==> config.mk <==
export PLATFORM = sky130hd
export DESIGN_NAME = sample_collect_sched_flat
export DESIGN_NICKNAME = d
export VERILOG_FILES = /design/src/rtl/sample_collect_sched_if.sv /design/src/rtl/sample_collect_sched.sv /design/src/flat_wrapper.sv
export SDC_FILE = /design/constraint.sdc
export NUM_CORES = 1
export LEC_CHECK = 0
export CORE_MARGIN = 2
export CORE_UTILIZATION = 55
export CTS_CLUSTER_SIZE = 10
export DETAILED_ROUTE_END_ITERATION = 16
export PLACE_DENSITY = 0.76
export SLEW_MARGIN = 20
export SYNTH_ARGS = -nofsm -noshare
export SYNTH_HDL_FRONTEND = slang
export SYNTH_SLANG_ARGS = --single-unit
export TNS_END_PERCENT = 5
==> constraint.sdc <==
create_clock -name clk -period 3.1 [get_ports clk]
set_clock_uncertainty 0.1 [all_clocks]
set_input_delay 0.775 -clock clk [delete_from_list [all_inputs] [get_ports clk]]
set_output_delay 0.775 -clock clk [all_outputs]
set_load 0.05 [all_outputs]
==> src/rtl/sample_collect_sched_if.sv <==
// Bus bundle for sample_collect_sched: EBI config bus, pin-controller poll handshake
// and sample-RAM write port. master = scheduler side, slave = environment side.
interface sample_collect_sched_if #(
  parameter int MEM_AW = 15
);
  logic [18:0]       ebi_addr;
  logic [15:0]       ebi_data_in;
  logic [15:0]       ebi_data_out;
  logic              ebi_enable;
  logic              ebi_rd;
  logic              ebi_wr;
  logic [15:0]       unit_sel;
  logic              unit_req;
  logic              unit_ack;
  logic              unit_has_sample;
  logic [15:0]       unit_data;
  logic              mem_we;
  logic [MEM_AW-1:0] mem_addr;
  logic [15:0]       mem_wdata;
  logic              busy;

  modport master (
    input  ebi_addr, ebi_data_in, ebi_enable, ebi_rd, ebi_wr,
    input  unit_ack, unit_has_sample, unit_data,
    output ebi_data_out, unit_sel, unit_req, mem_we, mem_addr, mem_wdata, busy
  );

  modport slave (
    output ebi_addr, ebi_data_in, ebi_enable, ebi_rd, ebi_wr,
    output unit_ack, unit_has_sample, unit_data,
    input  ebi_data_out, unit_sel, unit_req, mem_we, mem_addr, mem_wdata, busy
  );
endinterface

==> src/rtl/sample_collect_sched.sv <==
// Round-robin sample collector: polls a programmable table of pin-controller units and
// streams returned samples into a circular sample RAM. Option macro: SAMPLE_TIMESTAMP_EN.
module sample_collect_sched #(
  parameter int POSITION  = 0,
  parameter int NUM_UNITS = 10,
  parameter int MEM_AW    = 15,
  parameter int TIMEOUT   = 255
) (
  input logic                    clk,
  input logic                    rst,
  sample_collect_sched_if.master bus
);

  localparam int NW = $clog2(NUM_UNITS + 1);
  localparam int CW = $clog2(TIMEOUT + 1);

  typedef enum logic [2:0] {IDLE, REQ, WAIT_ACK, WRITE_TS, WRITE, NEXT} state_t;

  state_t            state;
  logic [15:0]       tbl [NUM_UNITS];
  logic [NW-1:0]     num_units;
  logic              run;
  logic [NW-1:0]     idx;
  logic [CW-1:0]     wcnt;
  logic [MEM_AW-1:0] wr_ptr;
  logic              overflow;
  logic [7:0]        tmo_cnt;

  logic              sel;
  logic              clr;
  logic [15:0]       rdata;
  logic [15:0]       sel_entry;
  logic [NW:0]       idx_inc;
  logic [NW-1:0]     next_idx;

  assign sel = bus.ebi_enable && (bus.ebi_addr[18:8] == 11'(POSITION));
  assign clr = sel && bus.ebi_wr && (bus.ebi_addr[7:0] == 8'h21) && bus.ebi_data_in[1];

  assign idx_inc  = {1'b0, idx} + 1'b1;
  assign next_idx = (idx_inc >= {1'b0, num_units}) ? '0 : idx_inc[NW-1:0];

`ifdef SAMPLE_TIMESTAMP_EN
  logic [15:0] ts;
  logic [15:0] data_lat;

  always_ff @(posedge clk or negedge rst) begin
    if (!rst)     ts <= '0;
    else if (clr) ts <= '0;
    else          ts <= ts + 1'b1;
  end
`endif

  always_comb begin
    sel_entry = '0;
    for (int unsigned i = 0; i < NUM_UNITS; i++)
      if (idx == NW'(i)) sel_entry = tbl[i];
  end

  always_comb begin
    rdata = '0;
    for (int unsigned i = 0; i < NUM_UNITS; i++)
      if (bus.ebi_addr[7:0] == 8'(i)) rdata = tbl[i];
    case (bus.ebi_addr[7:0])
      8'h20:   rdata = 16'(num_units);
      8'h21:   rdata = {15'b0, run};
      8'h22:   rdata = {tmo_cnt, 6'b0, overflow, bus.busy};
      8'h23:   rdata = 16'(wr_ptr);
`ifdef SAMPLE_TIMESTAMP_EN
      8'h24:   rdata = ts;
`endif
      default: ;
    endcase
  end

  always_ff @(posedge clk or negedge rst) begin
    if (!rst) begin
      for (int unsigned i = 0; i < NUM_UNITS; i++) tbl[i] <= '0;
      num_units        <= '0;
      run              <= 1'b0;
      bus.ebi_data_out <= '0;
    end else begin
      if (sel && bus.ebi_wr) begin
        for (int unsigned i = 0; i < NUM_UNITS; i++)
          if (bus.ebi_addr[7:0] == 8'(i)) tbl[i] <= bus.ebi_data_in;
        if (bus.ebi_addr[7:0] == 8'h20) begin
          if (bus.ebi_data_in > 16'(NUM_UNITS)) num_units <= NW'(NUM_UNITS);
          else                                  num_units <= bus.ebi_data_in[NW-1:0];
        end
        if (bus.ebi_addr[7:0] == 8'h21) run <= bus.ebi_data_in[0];
      end
      if (sel && bus.ebi_rd) bus.ebi_data_out <= rdata;
    end
  end

  // Outputs are set on the edge entering a state so that unit_req is high exactly
  // during WAIT_ACK and mem_we exactly during the write state(s).
  always_ff @(posedge clk or negedge rst) begin
    if (!rst) begin
      state         <= IDLE;
      idx           <= '0;
      wcnt          <= '0;
      wr_ptr        <= '0;
      overflow      <= 1'b0;
      tmo_cnt       <= '0;
      bus.unit_sel  <= '0;
      bus.unit_req  <= 1'b0;
      bus.mem_we    <= 1'b0;
      bus.mem_addr  <= '0;
      bus.mem_wdata <= '0;
      bus.busy      <= 1'b0;
`ifdef SAMPLE_TIMESTAMP_EN
      data_lat      <= '0;
`endif
    end else begin
      case (state)
        IDLE: begin
          if (run && (num_units != '0)) begin
            state    <= REQ;
            bus.busy <= 1'b1;
          end
        end
        REQ: begin
          bus.unit_sel <= sel_entry;
          bus.unit_req <= 1'b1;
          wcnt         <= '0;
          state        <= WAIT_ACK;
        end
        WAIT_ACK: begin
          if (bus.unit_ack) begin
            bus.unit_req <= 1'b0;
            if (bus.unit_has_sample) begin
              bus.mem_we   <= 1'b1;
              bus.mem_addr <= wr_ptr;
`ifdef SAMPLE_TIMESTAMP_EN
              bus.mem_wdata <= ts;
              data_lat      <= bus.unit_data;
              state         <= WRITE_TS;
`else
              bus.mem_wdata <= bus.unit_data;
              state         <= WRITE;
`endif
            end else begin
              state <= NEXT;
            end
          end else if (wcnt == CW'(TIMEOUT - 1)) begin
            bus.unit_req <= 1'b0;
            if (tmo_cnt != '1) tmo_cnt <= tmo_cnt + 1'b1;
            state <= NEXT;
          end else begin
            wcnt <= wcnt + 1'b1;
          end
        end
        WRITE_TS: begin
`ifdef SAMPLE_TIMESTAMP_EN
          bus.mem_addr  <= wr_ptr + 1'b1;
          bus.mem_wdata <= data_lat;
          wr_ptr        <= wr_ptr + 1'b1;
          if (&wr_ptr) overflow <= 1'b1;
          state <= WRITE;
`else
          state <= NEXT;
`endif
        end
        WRITE: begin
          bus.mem_we <= 1'b0;
          wr_ptr     <= wr_ptr + 1'b1;
          if (&wr_ptr) overflow <= 1'b1;
          state <= NEXT;
        end
        NEXT: begin
          idx <= next_idx;
          if (run && (num_units != '0)) begin
            state <= REQ;
          end else begin
            state    <= IDLE;
            bus.busy <= 1'b0;
          end
        end
        default: state <= IDLE;
      endcase
      // Clear overrides any same-cycle pointer/counter update; mem_addr already holds the old pointer.
      if (clr) begin
        wr_ptr   <= '0;
        overflow <= 1'b0;
        tmo_cnt  <= '0;
        idx      <= '0;
      end
    end
  end

endmodule
==> src/flat_wrapper.sv <==
// flat-port wrapper written by rule: the top's interface ports become plain ports
module sample_collect_sched_flat 
#(
  parameter int POSITION  = 0,
  parameter int NUM_UNITS = 10,
  parameter int MEM_AW    = 15,
  parameter int TIMEOUT   = 255
)
  (clk, rst, bus_ebi_addr, bus_ebi_data_in, bus_ebi_enable, bus_ebi_rd, bus_ebi_wr, bus_unit_ack, bus_unit_has_sample, bus_unit_data, bus_ebi_data_out, bus_unit_sel, bus_unit_req, bus_mem_we, bus_mem_addr, bus_mem_wdata, bus_busy);
  sample_collect_sched_if #(.MEM_AW(MEM_AW)) bus_i ();
  input logic clk;
  input logic rst;
  input wire logic [$bits(bus_i.ebi_addr)-1:0] bus_ebi_addr;
  input wire logic [$bits(bus_i.ebi_data_in)-1:0] bus_ebi_data_in;
  input wire logic [$bits(bus_i.ebi_enable)-1:0] bus_ebi_enable;
  input wire logic [$bits(bus_i.ebi_rd)-1:0] bus_ebi_rd;
  input wire logic [$bits(bus_i.ebi_wr)-1:0] bus_ebi_wr;
  input wire logic [$bits(bus_i.unit_ack)-1:0] bus_unit_ack;
  input wire logic [$bits(bus_i.unit_has_sample)-1:0] bus_unit_has_sample;
  input wire logic [$bits(bus_i.unit_data)-1:0] bus_unit_data;
  output wire logic [$bits(bus_i.ebi_data_out)-1:0] bus_ebi_data_out;
  output wire logic [$bits(bus_i.unit_sel)-1:0] bus_unit_sel;
  output wire logic [$bits(bus_i.unit_req)-1:0] bus_unit_req;
  output wire logic [$bits(bus_i.mem_we)-1:0] bus_mem_we;
  output wire logic [$bits(bus_i.mem_addr)-1:0] bus_mem_addr;
  output wire logic [$bits(bus_i.mem_wdata)-1:0] bus_mem_wdata;
  output wire logic [$bits(bus_i.busy)-1:0] bus_busy;
  assign bus_i.ebi_addr = bus_ebi_addr;
  assign bus_i.ebi_data_in = bus_ebi_data_in;
  assign bus_i.ebi_enable = bus_ebi_enable;
  assign bus_i.ebi_rd = bus_ebi_rd;
  assign bus_i.ebi_wr = bus_ebi_wr;
  assign bus_i.unit_ack = bus_unit_ack;
  assign bus_i.unit_has_sample = bus_unit_has_sample;
  assign bus_i.unit_data = bus_unit_data;
  assign bus_ebi_data_out = bus_i.ebi_data_out;
  assign bus_unit_sel = bus_i.unit_sel;
  assign bus_unit_req = bus_i.unit_req;
  assign bus_mem_we = bus_i.mem_we;
  assign bus_mem_addr = bus_i.mem_addr;
  assign bus_mem_wdata = bus_i.mem_wdata;
  assign bus_busy = bus_i.busy;
  sample_collect_sched #(.POSITION(POSITION), .NUM_UNITS(NUM_UNITS), .MEM_AW(MEM_AW), .TIMEOUT(TIMEOUT)) u_core (.clk(clk), .rst(rst), .bus(bus_i));
endmodule
==> metrics.md <==
| Metric | Value |
|---|---|
| Status | finished clean |
| Post-Syn Nets | about 1.4k |
| Area delta synth->final | 22.2% |
| PostCTS Resize Cnt | 0 |
| CTS sink count | 270 |
| Worst-Margin Slew | around 0.9 ns |
| Area of the die | 0.0275 mm² |
| GRT overflow | 0 |
| Reg2reg end | u_core.bus.unit_sel[6]$_DFFE_PN0P_ |
| Io pins | 124 |
| Critical path's largest stage delay | approximately 0.84 ns |
| Post-synth EDFFs | 0 |
| Hold_buf cts | 0 |
| Register area | ~0.0068 mm² |
| Slew Limit Fails | 0 |
| Finish-stage setup viols | 0 |
| HP Class | in -> async |
| Vias in the first global route | 12.0k |
| Ys flop type | dfrtp_1 |
| Crit path required time | 2.22 ns |
| Fin nets | 1575 |
| H-tree Lvls | 1 |
| Postcts setup bufs | 0 |
| I/O Buffers | 123 |
| Max cap viols | 0 |
| Worst-Skew Late Latency | 0.55 ns |
| Mapped Area | 0.0144 mm² |
| Kind of critical path | reg -> out |
| Drt drc | 0 |
| CTS buffer count | 31 |
| Setup WS pre-CTS | -0.101 ns |
| Non-filler cells, final | 1845 |
| Peak VDD IR | between 0.9 and 1 mV |
| Worst reg2reg path depth | 7 |
| Multi-input logic area | a little over 0.007 mm² |
| TritonCTS clock tree | built |
| Seq/Total Area, Yosys | 46.9% |
| Post-DP Area | ~0.017 mm² |
| Final WL | around 45 mm |
| Root Buffer | clkbuf_16 |
| Wire length of the first global-routing pass | 70.7 mm |
| Final Power | 0.0116 W |
| Largest net degree at the start of global routing | 85 |
| Worst reg-to-reg setup slack | 0.56 ns |
| Post-route setup TNS | 0 ns |
| Drt initial violations | 1309 |
| Critical R2R Launch | u_core.idx[0]$_DFFE_PN0P_ |
| Tmin final | about 2.7 ns |
| Drt pass-1 iters | 5 |
| Yosys top cell by area | dfrtp_1 |
| Buffers & Inverters on Critical Path | 1 |
| Post-DP HPWL | 32.9 mm |
| Post-synthesis cell type count | 74 |
| Placed insts | 1807 |
| Core area | 0.0259 mm² |
| Initial Util | 55.7% |
| RSZ-0062 raised after global routing | no |
| Cell with the most instances after synthesis | dfrtp_1 |
| CP Launch Point | u_core.bus.unit_sel[15]$_DFFE_PN0P_ |
| Crit Path Max Fanout | 2 |
| Async S/R FF share, synth | 100% |
| Final worst-path cycle share | 87.0% |
| Antenna cell count | 0 |
| Antenna-violating nets left | 0 |
| Static Leak | 8.06 nW |
| Post-route cell area | 0.0176 mm² |
| #FFs+latches synth | 270 |
| Drt wl/cell | 24.4 µm |
| Global placement routability congestion | 1.00 |
| Pwr/cell area | 656 mW/mm² |
| Mean Syn Cell Area | 10.9 µm² |
| Cell Chain, Critical Path | clkdlybuf4s50_1 |
| CP Data Arrival Time | roughly 1.8 ns |
| Row count | 59 |
| Die W | 166 µm |
| Synth area leaders | dfrtp_1 47%, mux2_2 15%, nand2_1 2.6% |
| Worst-path clk slew | 0.05 ns |
| Hold Vio Cnt, Final | 0 |
| Final worst slack | 0.404 ns |
| Fill count | 1947 |
| Initial antenna violation count | 0 |
| Routed vias/inst | 6.56 |
| Cell family with most CP delay | buffers and inverters |
| List of most frequent post-synthesis cells | 270 x dfrtp_1, 198 x mux2_2, 98 x nand2_1 |
| Via count | 12.1k |
| Crit. End Element | primary output |
| Critical-path top delay cell | clkdlybuf4s50_1 |
| Yosys Warn Count | 0 |
| Synth Instances | 1325 |
| Top cell type's share of synthesized area | 46.9% |
| Layout cell share with drive strength beyond 1 | 26.6% |
| Critical path launch point type | flop |
| Worst slew margin | 37.9% |
| Total GRT Usage | 32.4% |
| Die height | approximately 170 µm |
| Fmax | 0.371 GHz |
| Clk buf depth | 3 |
placed cells by master (no fill, tap or decap), drive strengths merged, types with 23 or more instances in the layout:
cell type	instances
a21o	29
o221ai	24
buf	134
mux2	198
nor2	89
dfrtp	270
nand3	26
clkdlybuf4s50	120
nand2	100
a211oi	23
clkbuf	37
o21ai	56
a21oi	69
cell families after synthesis:
kind of cell	after synthesis	synth area share, %
AO/OA/AOI/OAI	342	16.5
AND/OR/NAND/NOR	336	12.4
flip-flops	270	46.9
multiplexers	217	17.6
buffers and inverters	121	3.83
XOR/XNOR	27	1.64
adder cells (fa/ha/maj)	12	1.04
stage by stage:
step / util [%] / hold WS [ns]
final: 68.0 / 0.130
after global routing: 68.0 / 0.173
after CTS: 68.0 / 0.167
after detailed placement: 64.9 / 0.391
after global placement: 64.9 / 0.385
after floorplan: - / 0.362
registers in the layout, summed over array words and instances, names as in the netlist, 3 cells and up:
signal                   flops
u_core.num_units             4
u_core.bus.mem_wdata        16
u_core.state                 3
u_core.wr_ptr               15
u_core.idx                   4
u_core.bus.unit_sel         16
u_core.tmo_cnt               8
u_core.bus.ebi_data_out     16
u_core.bus.mem_addr         15
u_core.tbl                 160
u_core.wcnt                  8
report_power, final:
group / internal (W) / total [W] / switching (W) / leakage (nW)
sequential: 0.00393 / 0.00437 / 0.000438 / 3.62
combinational: 0.00149 / 0.00405 / 0.00256 / 4.05
clock: 0.00179 / 0.00313 / 0.00134 / 0.399
total: 0.00721 / 0.0116 / 0.00434 / 8.06
how the worst max path moves through the flow:
stage	end	slack, ns	depth (start not counted)
2_1_floorplan	u_core.tbl[39]$_DFFE_PN0P_	0.38	7
3_3_place_gp	u_core.tbl[157]$_DFFE_PN0P_	-0.04	8
3_5_place_dp	u_core.bus.ebi_data_out[12]$_DFFE_PN0P_	-0.10	8
4_1_cts	bus_busy	0.39	1
5_1_grt	u_core.bus.ebi_data_out[12]$_DFFE_PN0P_	0.30	8
6_report	bus_unit_sel[15]	0.40	1
final cells by class:
class | count | area share (%)
Sequential cell | 270 | 38.4
Clock buffer | 37 | 4.59
Tap cell | 335 | 2.38
Clock inverter | 1 | 0.0284
Multi-Input combinational cell | 934 | 40.5
Timing Repair Buffer | 254 | 13.9
Inverter | 14 | 0.298
metal layers:
metal | global-route usage (%) | up-vias | share of wire [%]
met1 | 44.7 | 6003 | 41
met2 | 50.6 | 697 | 46
met5 | 0 | - | 0
met3 | 7.96 | 113 | 10
li1 | - | 5285 | -
met4 | 11.3 | 0 | 3.7
Power figures use the tool's default switching activity.
